**src/rtl/apb_regbank_pkg.sv**
```systemverilog
// Shared types and helpers for the APB4 register bank: FSM state encoding,
// word-alignment constant and the register-index width function.
package apb_regbank_pkg;

   typedef enum logic [1:0] {
      IDLE   = 2'd0,
      SETUP  = 2'd1,
      ACCESS = 2'd2
   } apb_state_e;

   localparam logic [1:0] BYTE_OFS_OK = 2'b00;

   // Minimum 1 so a single-register bank still gets a legal index vector.
   function automatic int clog2(input int n);
      int w;
      w = 1;
      while ((1 << w) < n) w++;
      return w;
   endfunction

endpackage

```
**src/rtl/apb_wait_counter.sv**
```systemverilog
// Access-phase wait-state counter for apb4_regbank. Only compiled and used
// when APB_REGBANK_WAIT_EN is defined; otherwise every access is zero-wait.
`ifdef APB_REGBANK_WAIT_EN
module apb_wait_counter
   import apb_regbank_pkg::*;
(
   input  logic       clk_sys,
   input  logic       rst_b,
   input  logic       clr,
   input  logic       en,
   input  logic [3:0] tc,
   output logic       done
);

   logic [3:0] cnt_d;
   logic [3:0] cnt_q;

   always_comb begin
      cnt_d = cnt_q;
      if (clr) begin
         cnt_d = '0;
      end else if (en && (cnt_q != tc)) begin
         cnt_d = cnt_q + 4'd1;
      end
   end

   always_ff @(posedge clk_sys or negedge rst_b) begin
      if (!rst_b) begin
         cnt_q <= '0;
      end else begin
         cnt_q <= cnt_d;
      end
   end

   assign done = (cnt_q == tc);

endmodule
`endif

```
**src/rtl/apb4_regbank.sv**
```systemverilog
// APB4 leaf-slave register bank with byte strobes, RO status slots, write
// pulses and optional wait states (enabled by defining APB_REGBANK_WAIT_EN).
//
// state  | meaning
// IDLE   | no transfer in progress
// SETUP  | bus setup cycle; decoded from IDLE & PSEL & !PENABLE, captures address/error/read data
// ACCESS | access phase; waits for the counter, completes with PREADY
module apb4_regbank
   import apb_regbank_pkg::*;
#(
   parameter int                   DATA_WIDTH  = 32,
   parameter int                   ADDR_WIDTH  = 12,
   parameter int                   REG_COUNT   = 16,
   parameter logic [REG_COUNT-1:0] RO_MASK     = '0,
   parameter int                   WAIT_STATES = 0
) (
   input  logic                            PCLK,
   input  logic                            PRESETn,
   input  logic [ADDR_WIDTH-1:0]           PADDR,
   input  logic                            PSEL,
   input  logic                            PENABLE,
   input  logic                            PWRITE,
   input  logic [DATA_WIDTH-1:0]           PWDATA,
   input  logic [DATA_WIDTH/8-1:0]         PSTRB,
   output logic [DATA_WIDTH-1:0]           PRDATA,
   output logic                            PREADY,
   output logic                            PSLVERR,
   input  logic [REG_COUNT*DATA_WIDTH-1:0] hw_status,
   output logic [REG_COUNT*DATA_WIDTH-1:0] reg_q,
   output logic [REG_COUNT-1:0]            wr_pulse
);

   localparam int NBYTES = DATA_WIDTH / 8;
   localparam int IDX_W  = clog2(REG_COUNT);
   localparam int WIDX_W = ADDR_WIDTH - 2;
   localparam logic [WIDX_W-1:0] REG_LIMIT = WIDX_W'(REG_COUNT);

   if (((DATA_WIDTH % 8) != 0) || (WAIT_STATES < 0) || (WAIT_STATES > 15)) begin : g_param_chk
      $error("apb4_regbank: DATA_WIDTH must be a multiple of 8 and WAIT_STATES in 0..15");
   end

   apb_state_e            state_d, state_q, phase;
   logic                  err_d, err_q;
   logic [IDX_W-1:0]      idx_d, idx_q;
   logic [DATA_WIDTH-1:0] prdata_d, prdata_q;
   logic [REG_COUNT-1:0]  wr_pulse_d, wr_pulse_q;
   logic [DATA_WIDTH-1:0] regs_d [REG_COUNT];
   logic [DATA_WIDTH-1:0] regs_q [REG_COUNT];

   logic [WIDX_W-1:0] word_idx;
   logic [IDX_W-1:0]  idx_in;
   logic              in_range;
   logic              ro_hit;
   logic              setup_err;
   logic              wait_done;
   logic              pready;
   logic              wr_en;

   assign word_idx  = PADDR[ADDR_WIDTH-1:2];
   assign idx_in    = word_idx[IDX_W-1:0];
   assign in_range  = (word_idx < REG_LIMIT);
   assign ro_hit    = in_range && RO_MASK[idx_in];
   assign setup_err = !in_range || (PADDR[1:0] != BYTE_OFS_OK) || (PWRITE && ro_hit);

`ifdef APB_REGBANK_WAIT_EN
   apb_wait_counter u_wait (
      .clk_sys (PCLK),
      .rst_b   (PRESETn),
      .clr     (phase == SETUP),
      .en      (state_q == ACCESS),
      .tc      (4'(WAIT_STATES)),
      .done    (wait_done)
   );
`else
   assign wait_done = 1'b1;
`endif

   assign pready = (state_q == ACCESS) && PSEL && PENABLE && wait_done;
   assign wr_en  = pready && PWRITE && !err_q;

   // SETUP is never held in the register: the bus setup cycle is recognised
   // directly from IDLE so a zero-wait transfer takes exactly two cycles.
   always_comb begin
      phase = state_q;
      if ((state_q == IDLE) && PSEL && !PENABLE) begin
         phase = SETUP;
      end
      state_d = state_q;
      case (phase)
         IDLE:    state_d = IDLE;
         SETUP:   state_d = ACCESS;
         ACCESS:  if (!PSEL || pready) state_d = IDLE;
         default: state_d = IDLE;
      endcase
   end

   always_comb begin
      err_d    = err_q;
      idx_d    = idx_q;
      prdata_d = prdata_q;
      if (phase == SETUP) begin
         err_d = setup_err;
         idx_d = idx_in;
         if (setup_err) begin
            prdata_d = '0;
         end else if (!PWRITE) begin
            prdata_d = ro_hit ? hw_status[idx_in*DATA_WIDTH +: DATA_WIDTH] : regs_q[idx_in];
         end
      end
   end

   always_comb begin
      regs_d     = regs_q;
      wr_pulse_d = '0;
      if (wr_en) begin
         wr_pulse_d[idx_q] = 1'b1;
         for (int k = 0; k < NBYTES; k++) begin
            if (PSTRB[k]) regs_d[idx_q][k*8 +: 8] = PWDATA[k*8 +: 8];
         end
      end
   end

   always_comb begin
      reg_q = '0;
      for (int i = 0; i < REG_COUNT; i++) begin
         reg_q[i*DATA_WIDTH +: DATA_WIDTH] = RO_MASK[i] ? '0 : regs_q[i];
      end
   end

   always_ff @(posedge PCLK or negedge PRESETn) begin
      if (!PRESETn) begin
         state_q    <= IDLE;
         err_q      <= 1'b0;
         idx_q      <= '0;
         prdata_q   <= '0;
         wr_pulse_q <= '0;
         for (int i = 0; i < REG_COUNT; i++) regs_q[i] <= '0;
      end else begin
         state_q    <= state_d;
         err_q      <= err_d;
         idx_q      <= idx_d;
         prdata_q   <= prdata_d;
         wr_pulse_q <= wr_pulse_d;
         regs_q     <= regs_d;
      end
   end

   assign PRDATA   = prdata_q;
   assign PREADY   = pready;
   assign PSLVERR  = pready && err_q;
   assign wr_pulse = wr_pulse_q;

endmodule

```
**config.mk**
```make
export PLATFORM = sky130hd
export DESIGN_NAME = apb4_regbank
export DESIGN_NICKNAME = d
export VERILOG_FILES = /design/src/rtl/apb_regbank_pkg.sv /design/src/rtl/apb_wait_counter.sv /design/src/rtl/apb4_regbank.sv
export SDC_FILE = /design/constraint.sdc
export NUM_CORES = 1
export LEC_CHECK = 0
export CAP_MARGIN = 20
export CORE_AREA = 10 10 429 431
export DETAILED_ROUTE_END_ITERATION = 8
export DIE_AREA = 0 0 439 441
export GPL_ROUTABILITY_DRIVEN = 0
export GPL_TIMING_DRIVEN = 0
export HOLD_SLACK_MARGIN = 0.1
export PLACE_DENSITY = 0.47
export SKIP_CTS_REPAIR_TIMING = 1
export SLEW_MARGIN = 20
export SYNTH_ARGS = -nofsm -noshare
export SYNTH_HDL_FRONTEND = slang
export SYNTH_SLANG_ARGS = --single-unit
```
**constraint.sdc**
```tcl
create_clock -name PCLK -period 2.15 [get_ports PCLK]
set_clock_uncertainty 0.2 [all_clocks]
set_input_delay 0.3225 -clock PCLK [delete_from_list [all_inputs] [get_ports PCLK]]
set_output_delay 0.3225 -clock PCLK [all_outputs]
set_load 0.05 [all_outputs]
```
* After elaboration in Yosys (flattened, before gate mapping)
Memories as Yosys holds them, arrays and structs flattened.
Cells that the tools add are included.
** Storage, ports and cells
- Logic and storage cells :: 90
- Bits in read-only memories :: 16
- Output and inout bits :: 562
- Input bits :: 565
- Memories kept :: 1
- Bits in registers :: 567
** Cells by class
- Shift-type cells :: 1
- Muxes and demuxes :: 32
- $lt $le $gt $ge :: 7
- Reduce and logical (&&, ||, !) cells :: 21
- Equal/unequal tests :: 5
- Bitwise logic cells :: 2
** Memory list
- (name not given) :: words 16, width 1, read ports 1, clocked after Yosys merged registers in 0, wr ports 0, RTL line apb4_regbank.sv:62 : assign ro_hit = in_range && RO_MASK[idx_in];
** Operator list (number)
- 512-bit two-way mux :: 7
- 512-bit bitwise mux :: 4
- 32-bit demux with 4-bit select :: 4
- 512-bit by 10-bit indexed part select with 32-bit output :: 1
- 32-bit two-way mux :: 6
- 32-bit binary-select mux with 4-bit select :: 1
- 16-bit two-way mux :: 2
- 24-bit two-way mux :: 1
- 1-bit logical AND :: 11
- 5-bit >= comparator, second input constant :: 2
- 10-bit by 5-bit less-than comparator with 1-bit output, second input constant :: 1
- 4-bit by 5-bit less-than comparator with 1-bit output, second input constant :: 2
- 4-bit inverter with 5-bit output :: 2
- 8-bit two-way mux :: 1
- 5-bit by 1-bit less-than comparator with 1-bit output, second input constant :: 1
- 1-bit demux with 4-bit select :: 1
- 2-bit == test, second input constant :: 2
- 4-bit by 1-bit >= comparator with 1-bit output, second input constant :: 1
- 1-bit zero test :: 4
- 2-bit two-way mux :: 2
- 2-bit one-hot mux with 2 select lines :: 1
- 1-bit logical OR :: 3
- 2-bit by 1-bit == test with 1-bit output, second input constant :: 1
- 2-bit zero test :: 1
- other kinds (5) :: 6

* Longest topological paths before layout
Gate-level depths: netlist (run 1).
- Depth in word-level cells :: 16
- Depth in mapped cells :: 6

* Least setup slack after synthesis (run 1)
No wires, ideal clock.
- Kind :: register -> register
- From :: register idx_q[3]
- To :: register regs_q, in the netlist reg_q[152]
- Stages on the path, launching flop included :: 7
- Arrival :: 1.658 ns
- Slack :: 0.168 ns
- Path buffers :: 2
- Clock period less this slack :: 1.982 ns
- Library setup time :: 0.125 ns
- Cell sequence :: dfrtp_1 -> buf_4 -> inv_1 -> buf_2 -> nand2_2 -> nor2_8 -> mux2_2
** Between the ends
- Cells in the longest elaborated chain, start to end :: 13
- Elaborated cells between the ends (all ways) :: 20
** Ends and longest elaborated chain
- from (decl) :: RTL line apb4_regbank.sv:44 : logic [IDX_W-1:0] idx_d, idx_q;
- from (signal assigned) :: RTL line apb4_regbank.sv:141 : idx_q <= idx_d;
- 4-bit inverter with 5-bit output (not written as such) (*) :: RTL line apb4_regbank.sv:118 : if (PSTRB[k]) regs_d[idx_q][k*8 +: 8] = PWDATA[k*8 +: 8];
- 32-bit demux with 4-bit select :: RTL line apb4_regbank.sv:118
- 512-bit bitwise mux :: RTL line apb4_regbank.sv:118
- 512-bit two-way mux :: RTL line apb4_regbank.sv:118
- 512-bit two-way mux :: RTL line apb4_regbank.sv:115 : if (wr_en) begin
- 512-bit bitwise mux :: RTL line apb4_regbank.sv:118
- 512-bit two-way mux :: RTL line apb4_regbank.sv:118
- 512-bit two-way mux :: RTL line apb4_regbank.sv:115
- 512-bit bitwise mux :: RTL line apb4_regbank.sv:118
- 512-bit two-way mux :: RTL line apb4_regbank.sv:118
- 512-bit two-way mux :: RTL line apb4_regbank.sv:115
- 512-bit bitwise mux :: RTL line apb4_regbank.sv:118
- 512-bit two-way mux (*) :: RTL line apb4_regbank.sv:118
- to (signal assigned) :: RTL line apb4_regbank.sv:144 : regs_q <= regs_d;
- to (decl) :: RTL line apb4_regbank.sv:48 : logic [DATA_WIDTH-1:0] regs_q [REG_COUNT];
Every way passes the cells marked *; elsewhere a longest branch is shown, timed or not. The select of a mux whose other input is x is not followed.
A chain may end at the register's enable or synchronous reset.

* Worst setup path after layout (run 1)
- From :: register regs_q, in the netlist reg_q[195]
- To :: output reg_q[195]
** RTL lines
- to (decl) :: RTL line apb4_regbank.sv:29 : output logic [REG_COUNT*DATA_WIDTH-1:0] reg_q,
No word-level cell between the ends.

==> flow_summary.json, run 1 <==
{
  "synth_warnings": 0,
  "synthMuxAreaShare_pct": 36.1,
  "synth.most_common_cell": "dfrtp_1",
  "hp-class": "input port to asynchronous set/reset pin",
  "final_layout_size_suffix_gt1_share_pct": 48.5,
  "routedWlPerCell_um": 31.7,
  "failed_checks": "negative hold slack, negative setup slack",
  "firstDrtPassIters": 6,
  "synth_top_area_cell": "dfrtp_1",
  "start_util_pct": 14.7,
  "cts-root-buf": "clkbuf_16",
  "ys_ff_latch": 566,
  "slowest_delay_ps": 900,
  "fin_nets": 2881,
  "synth_simple_gate_area_share_pct": 5.93,
  "max_freq_mhz": 406,
  "vdd_drop_max_mv": 0.513,
  "rsz0062_at_grt": "yes",
  "clkTransAtPathRegs_ps": 60,
  "synth_compound_area_share_pct": 1.45,
  "synth_top_area_share_pct": 54.8,
  "tritoncts": "built",
  "portBuffers": 612,
  "slew_viol_final": 0,
  "netlist_instances": 1551,
  "crit_chain": "clkdlybuf4s50_1",
  "core_mm2": 0.175,
  "drc": 0,
  "vias_per_cell": 3.83,
  "synth_edf_count": 0,
  "synth_fa_ha_area_share_pct": 0,
  "clock_sinks": 566,
  "p_leak_nw": 20.2,
  "synth_area_per_cell_um2": 16.7,
  "pwr_density_cell_mw_per_mm2": 656,
  "cp-start-kind": "flip-flop",
  "cp.buffers_inverters": 1,
  "worstPathRequired_ps": 1630,
  "total_power_mw": 25.6,
  "cp_top_family": "buffers and inverters",
  "synth_nets": 2116,
  "synth_area_leaders": "dfrtp_1 (55%), mux2_2 (22%), mux4_2 (11%)",
  "fillers": 18700,
  "num_vias": 18100,
  "htreeDepth": 3,
  "detailed_place_hpwl_um": 115000,
  "grt_pass1_wl_um": 192000,
  "fin_crit_sh_pct": 115,
  "yosys-top-cells-count": "dfrtp_1 (566), mux2_2 (512), mux4_2 (128), mux2i_1 (64), clkbuf_1 (47)",
  "ys_types": 34,
  "io_pins": 1127,
  "drt-initial-drc-count": 1002,
  "cap_viol_max_count": 0,
  "async_flop_share_pct": 100,
  "num_rows": 154,
  "ant_nets": 0,
  "grt_use_total_pct": 14.7,
  "dieArea_mm2": 0.194,
  "syn_to_final_growth_pct": 51.2,
  "overflow": 0,
  "crit_path_end_kind": "output port",
  "place_ws_ps": -1440,
  "hold_ws_ps": -755,
  "finalHoldViolCount": 272,
  "worst_path_max_delay_cell": "clkdlybuf4s50_1",
  "relSlewSlack_pct": 38.1,
  "numCtsBuffers": 75,
  "cts_buffer_depth": 3,
  "grt_max_degree": 94,
  "die_w_um": 439,
  "max_slew.worst_pin.slew_ps": 929,
  "crit_fanout": 3,
  "setup_violations": 788,
  "critical_path_class": "flip-flop to output port",
  "ys.flop_type": "dfrtp_1",
  "arrival_ps": 1940,
  "status": "finished, violations left",
  "synth-xor-area-share_pct": 0,
  "finalWorstSetupSlack_ps": -316,
  "antenna_found_initial": 9,
  "routed_wl_um": 149000,
  "final.min_clock_period_ps": 2470,
  "die_h_um": 441,
  "syn_area_mm2": 0.0259,
  "grt_pass1_vias": 18800,
  "clock_latency_ps": 670,
  "synth_seq_area_share_pct": 54.8,
  "synth_top_family_by_area": "multiplexers"
}
flip-flops by register name, indices dropped and copies added, names as in the netlist:
| signal | count |
|---|---|
| idx_q | 4 |
| wr_pulse | 16 |
| reg_q | 512 |
| err_q | 1 |
| state_q | 1 |
| PRDATA | 32 |
through the flow:
stage / utilization (%) / TNS (ps) / cells / cell area [um^2]
2_1_floorplan: - / 0 / 1551 / 25900
3_3_place_gp: 19.9 / - / 4503 / 34900
3_5_place_dp: 20.1 / -544250 / 4512 / 35200
4_1_cts: 21.5 / -484230 / 4647 / 37700
5_1_grt: 22.3 / -209250 / 4715 / 39100
6_report: 22.3 / -162620 / 4719 / 39100
final cells by class:
| cell class | instances | area, um^2 | share of cell area [%] |
|---|---|---|---|
| antenna | 5 | 12.5 | 0.0320 |
| timing repair buffer | 689 | 6960 | 17.8 |
| sequential | 566 | 14200 | 36.2 |
| clock buffer | 109 | 2210 | 5.65 |
| tap | 2340 | 2930 | 7.49 |
| buffer | 89 | 607 | 1.55 |
| clock inverter | 26 | 332 | 0.848 |
| multi-input combinational | 893 | 11900 | 30.4 |
| inverter | 2 | 11.3 | 0.0288 |
layer usage:
| layer | global-route usage (%) | wire length (um) | share of wire [%] |
|---|---|---|---|
| met1 | 17.8 | 60000 | 40 |
| met2 | 23.9 | 69900 | 47 |
| met3 | 6.28 | 14900 | 10 |
| met4 | 3.89 | 4570 | 3.1 |
| met5 | 0 | 0 | 0 |
kinds of logic after synthesis:
kind of cell    count (synthesis)
buf+inv                        92
compound gates                 35
mux                           707
simple gates                  151
flops                         566
layout by cell type, fill, tap and decap left out, drive strengths merged, types with 2 or more instances in the layout:
cell / instances
or4: 2
nor2: 71
bufinv: 6
mux2i: 64
nand4: 5
o221ai: 32
and2: 2
clkdlybuf4s50: 329
mux2: 515
mux4: 128
nand4b: 5
inv: 5
clkbuf: 305
clkinvlp: 2
dlymetal6s2s: 124
and4b: 4
nor2b: 6
clkinv: 15
diode: 5
nand2: 53
dfrtp: 566
buf: 128
where the power goes:
group | internal, mW | switching [mW] | leakage [nW]
sequential | 10.7 | 0.0484 | 7.89
combinational | 0.459 | 1.23 | 11.1
clock | 7.88 | 5.32 | 1.25
path summary, 6_finish.rpt:
check / start / endpoint / slack, ps / depth (start not counted)
min: PRESETn / reg_q[505]$_DFFE_PN0P_ / -750 / 1
min reg2reg: PRDATA[29]$_DFFE_PN0P_ / PRDATA[29]$_DFFE_PN0P_ / 290 / 2
max reg2reg: err_q$_DFFE_PN0P_ / reg_q[305]$_DFFE_PN0P_ / -280 / 9
min in group PCLK: PENABLE / state_q[1]$_DFFE_PN0P_ / 120 / 2
max: reg_q[195]$_DFFE_PN0P_ / reg_q[195] / -320 / 1
max in group asynchronous: PRESETn / reg_q[12]$_DFFE_PN0P_ / 430 / 5
Power figures use the tool's default switching activity.
==> run 2: changes to the inputs <==
--- a/config.mk
+++ b/config.mk
@@ -18,3 +18,4 @@
 export SYNTH_ARGS = -nofsm -noshare
 export SYNTH_HDL_FRONTEND = slang
+export SYNTH_HIERARCHICAL = 1
 export SYNTH_SLANG_ARGS = --single-unit
--- a/constraint.sdc
+++ b/constraint.sdc
@@ -3,3 +3,3 @@
 set_input_delay 0.3225 -clock PCLK [delete_from_list [all_inputs] [get_ports PCLK]]
 set_output_delay 0.3225 -clock PCLK [all_outputs]
-set_load 0.05 [all_outputs]
+set_load 0.01 [all_outputs]
==> run 2 against run 1 <==
  * The run ends with negative setup slack left
  * Critical path type is now flip-flop to flip-flop
  * Die area unchanged
  * Largest power group unchanged
  * Critical path depth up 6
  * Clock-buffer cell count down 3
  * Core utilization up 0.25 points
  * Register-to-register slack worse by 30 ps
==> flow_summary.json, run 2 <==
{
  "overflow": 0,
  "syn_to_final_growth_pct": 52.9,
  "vdd_drop_max_mv": 0.565,
  "cts_buffer_depth": 3,
  "final_cells": 4701,
  "crit_fanout": 8,
  "synth_nets": 2116,
  "synth_top_area_share_pct": 54.8,
  "numCtsBuffers": 76,
  "crit_chain": "and4b_4, buf_8, nand4_1, buf_6, buf_12, nor2_8, mux2_2",
  "num_rows": 154,
  "fin_crit_sh_pct": 115,
  "dp.cells": 4509,
  "synth_top_area_cell": "dfrtp_1",
  "async_flop_share_pct": 100,
  "start_util_pct": 14.7,
  "max_slew.worst_pin.slew_ps": 981,
  "syn_area_mm2": 0.0259,
  "ys_ff_latch": 566,
  "switchingPower_mw": 6.71,
  "p_leak_nw": 18.2,
  "synth_area_leaders": "dfrtp_1 (55%), mux2_2 (22%), mux4_2 (11%)",
  "finalWorstSetupSlack_ps": -314,
  "combPwrFrac_pct": 6.2,
  "clock_latency_ps": 700,
  "worst_path_max_delay_cell": "and4b_4",
  "hp-class": "input port to asynchronous set/reset pin",
  "finalHoldViolCount": 0,
  "drt-initial-drc-count": 963,
  "num_vias": 17900,
  "netlist_instances": 1551,
  "ant_nets": 0,
  "ys_types": 34,
  "cp-start-kind": "flip-flop",
  "antenna_found_initial": 13,
  "final_common_cell": "dfrtp_1",
  "crit_path_end_kind": "flip-flop",
  "dieArea_mm2": 0.194,
  "clock_sinks": 566,
  "grt_pass1_vias": 18800,
  "cp.buffers_inverters": 3,
  "yosys-top-cells-count": "dfrtp_1 (566), mux2_2 (513), mux4_2 (128), mux2i_1 (64), clkbuf_1 (48)",
  "largest_reg_flops": 512,
  "max_freq_mhz": 406,
  "failed_checks": "negative setup slack",
  "pwr_density_cell_mw_per_mm2": 643,
  "io_pins": 1127,
  "utilization_pct": 22.5,
  "vias_per_cell": 3.80,
  "drc": 0,
  "total_power_mw": 25.4,
  "hold_ws_ps": 22.2,
  "slowest_delay_ps": 400,
  "slew_viol_final": 0,
  "cts-root-buf": "clkbuf_16",
  "core_mm2": 0.175,
  "worstPathRequired_ps": 2500,
  "clkTransAtPathRegs_ps": 70,
  "cp_top_family": "simple AND/OR/NAND/NOR gates",
  "clockPowerShare_pct": 51.5,
  "layout_common_cells": "dfrtp_1 (566), clkdlybuf4s50_1 (552), mux2_2 (336)",
  "tritoncts": "built",
  "status": "finished, violations left",
  "arrival_ps": 2810,
  "relSlewSlack_pct": 34.6,
  "htreeDepth": 3,
  "grt_pass1_wl_um": 190000,
  "seq_power_share_pct": 42.3,
  "ys.flop_type": "dfrtp_1",
  "fin_setup_tns_ps": -91810,
  "grt_max_degree": 89,
  "synth_seq_area_share_pct": 54.8,
  "detailed_place_hpwl_um": 115000,
  "routedWlPerCell_um": 31.5,
  "die_h_um": 441,
  "firstDrtPassIters": 5,
  "p_sw_share_pct": 26.4,
  "synth_edf_count": 0,
  "reg2reg_slack_ps": -310,
  "grt_use_total_pct": 14.6,
  "fin_nets": 2864,
  "critical_path_class": "flip-flop to flip-flop",
  "synth.most_common_cell": "dfrtp_1",
  "setup_violations": 826,
  "synth_warnings": 6,
  "rsz0062_at_grt": "yes",
  "routed_wl_um": 148000,
  "portBuffers": 612,
  "final.min_clock_period_ps": 2460,
  "synth_area_per_cell_um2": 16.7,
  "cap_viol_max_count": 0,
  "final_layout_size_suffix_gt1_share_pct": 42.6,
  "p_int_mw": 18.7,
  "die_w_um": 439
}
## run 2: cell types whose count changed after synthesis, sizes merged
| cell | change |
|---|---|
| buf | -1 |
| clkbuf | +1 |
## run 2: layout make-up
cell class                      count  area [um^2]
Buffer                             89          612
Sequential cell                   566        14200
Timing Repair Buffer              671         7100
Tap cell                         2340         2930
Clock buffer                      106         2140
Antenna cell                        4         10.0
Fill cell                       18600       136000
Multi-Input combinational cell    893        12200
Clock inverter                     30          398
Inverter                            2         11.3
## run 2: worst reg2reg max path: cells and delay by family, from the launching register on
kind | cells | cell delay, ps
and+or+nand+nor | 3 | 840
DFF | 1 | 390
muxes | 1 | 390
buffers and inverters | 3 | 490
## run 2: cell families after synthesis
group	count (synthesis)	share of synthesized area, %
buf+inv	92	1.78
mux	707	36.0
flops	566	54.8
simple gates	151	5.97
compound gates	35	1.45
## run 2: path summary, 6_finish.rpt
| kind | startpoint | end | cells after the start |
|---|---|---|---|
| max | err_q$_DFFE_PN0P_ | reg_q[271]$_DFFE_PN0P_ | 7 |
| max in group asynchronous | PRESETn | reg_q[208]$_DFFE_PN0P_ | 4 |
| min | PRESETn | reg_q[104]$_DFFE_PN0P_ | 2 |
| min in group PCLK | PWDATA[23] | reg_q[407]$_DFFE_PN0P_ | 2 |
| max reg2reg | err_q$_DFFE_PN0P_ | reg_q[271]$_DFFE_PN0P_ | 7 |
| min reg2reg | PRDATA[23]$_DFFE_PN0P_ | PRDATA[23]$_DFFE_PN0P_ | 2 |
## run 2: per-stage QoR
step / cell area (um^2) / setup WS, ps
final: 39500 / -314
after global routing: 39500 / -408
after CTS: 37600 / -874
after detailed placement: 35100 / -1350
after global placement: 34900 / -28010
after floorplan: 25900 / 164
## run 2: layer usage
| metal | global-route usage [%] | routed length, um | vias to the layer above | share of wire (%) |
|---|---|---|---|---|
| met2 | 22.7 | 68200 | 653 | 46 |
| met3 | 7.00 | 15600 | 184 | 11 |
| li1 | - | - | 7405 | - |
| met4 | 6.49 | 6910 | 0 | 4.7 |
| met5 | 0 | 0 | - | 0 |
| met1 | 16.9 | 57500 | 9626 | 39 |
## run 2: power groups by stage
| stage | Sequential, mW | Combinational [mW] | Clock (mW) |
|---|---|---|---|
| finish | 10.8 | 1.59 | 13.1 |
| global route | 10.8 | 1.71 | 13.9 |
| CTS | 10.8 | 1.55 | 13.6 |
| detailed placement | 10.9 | 1.54 | 0 |
| global placement | 11.0 | 1.46 | 0 |
| floorplan | 10.9 | 0.610 | 0 |
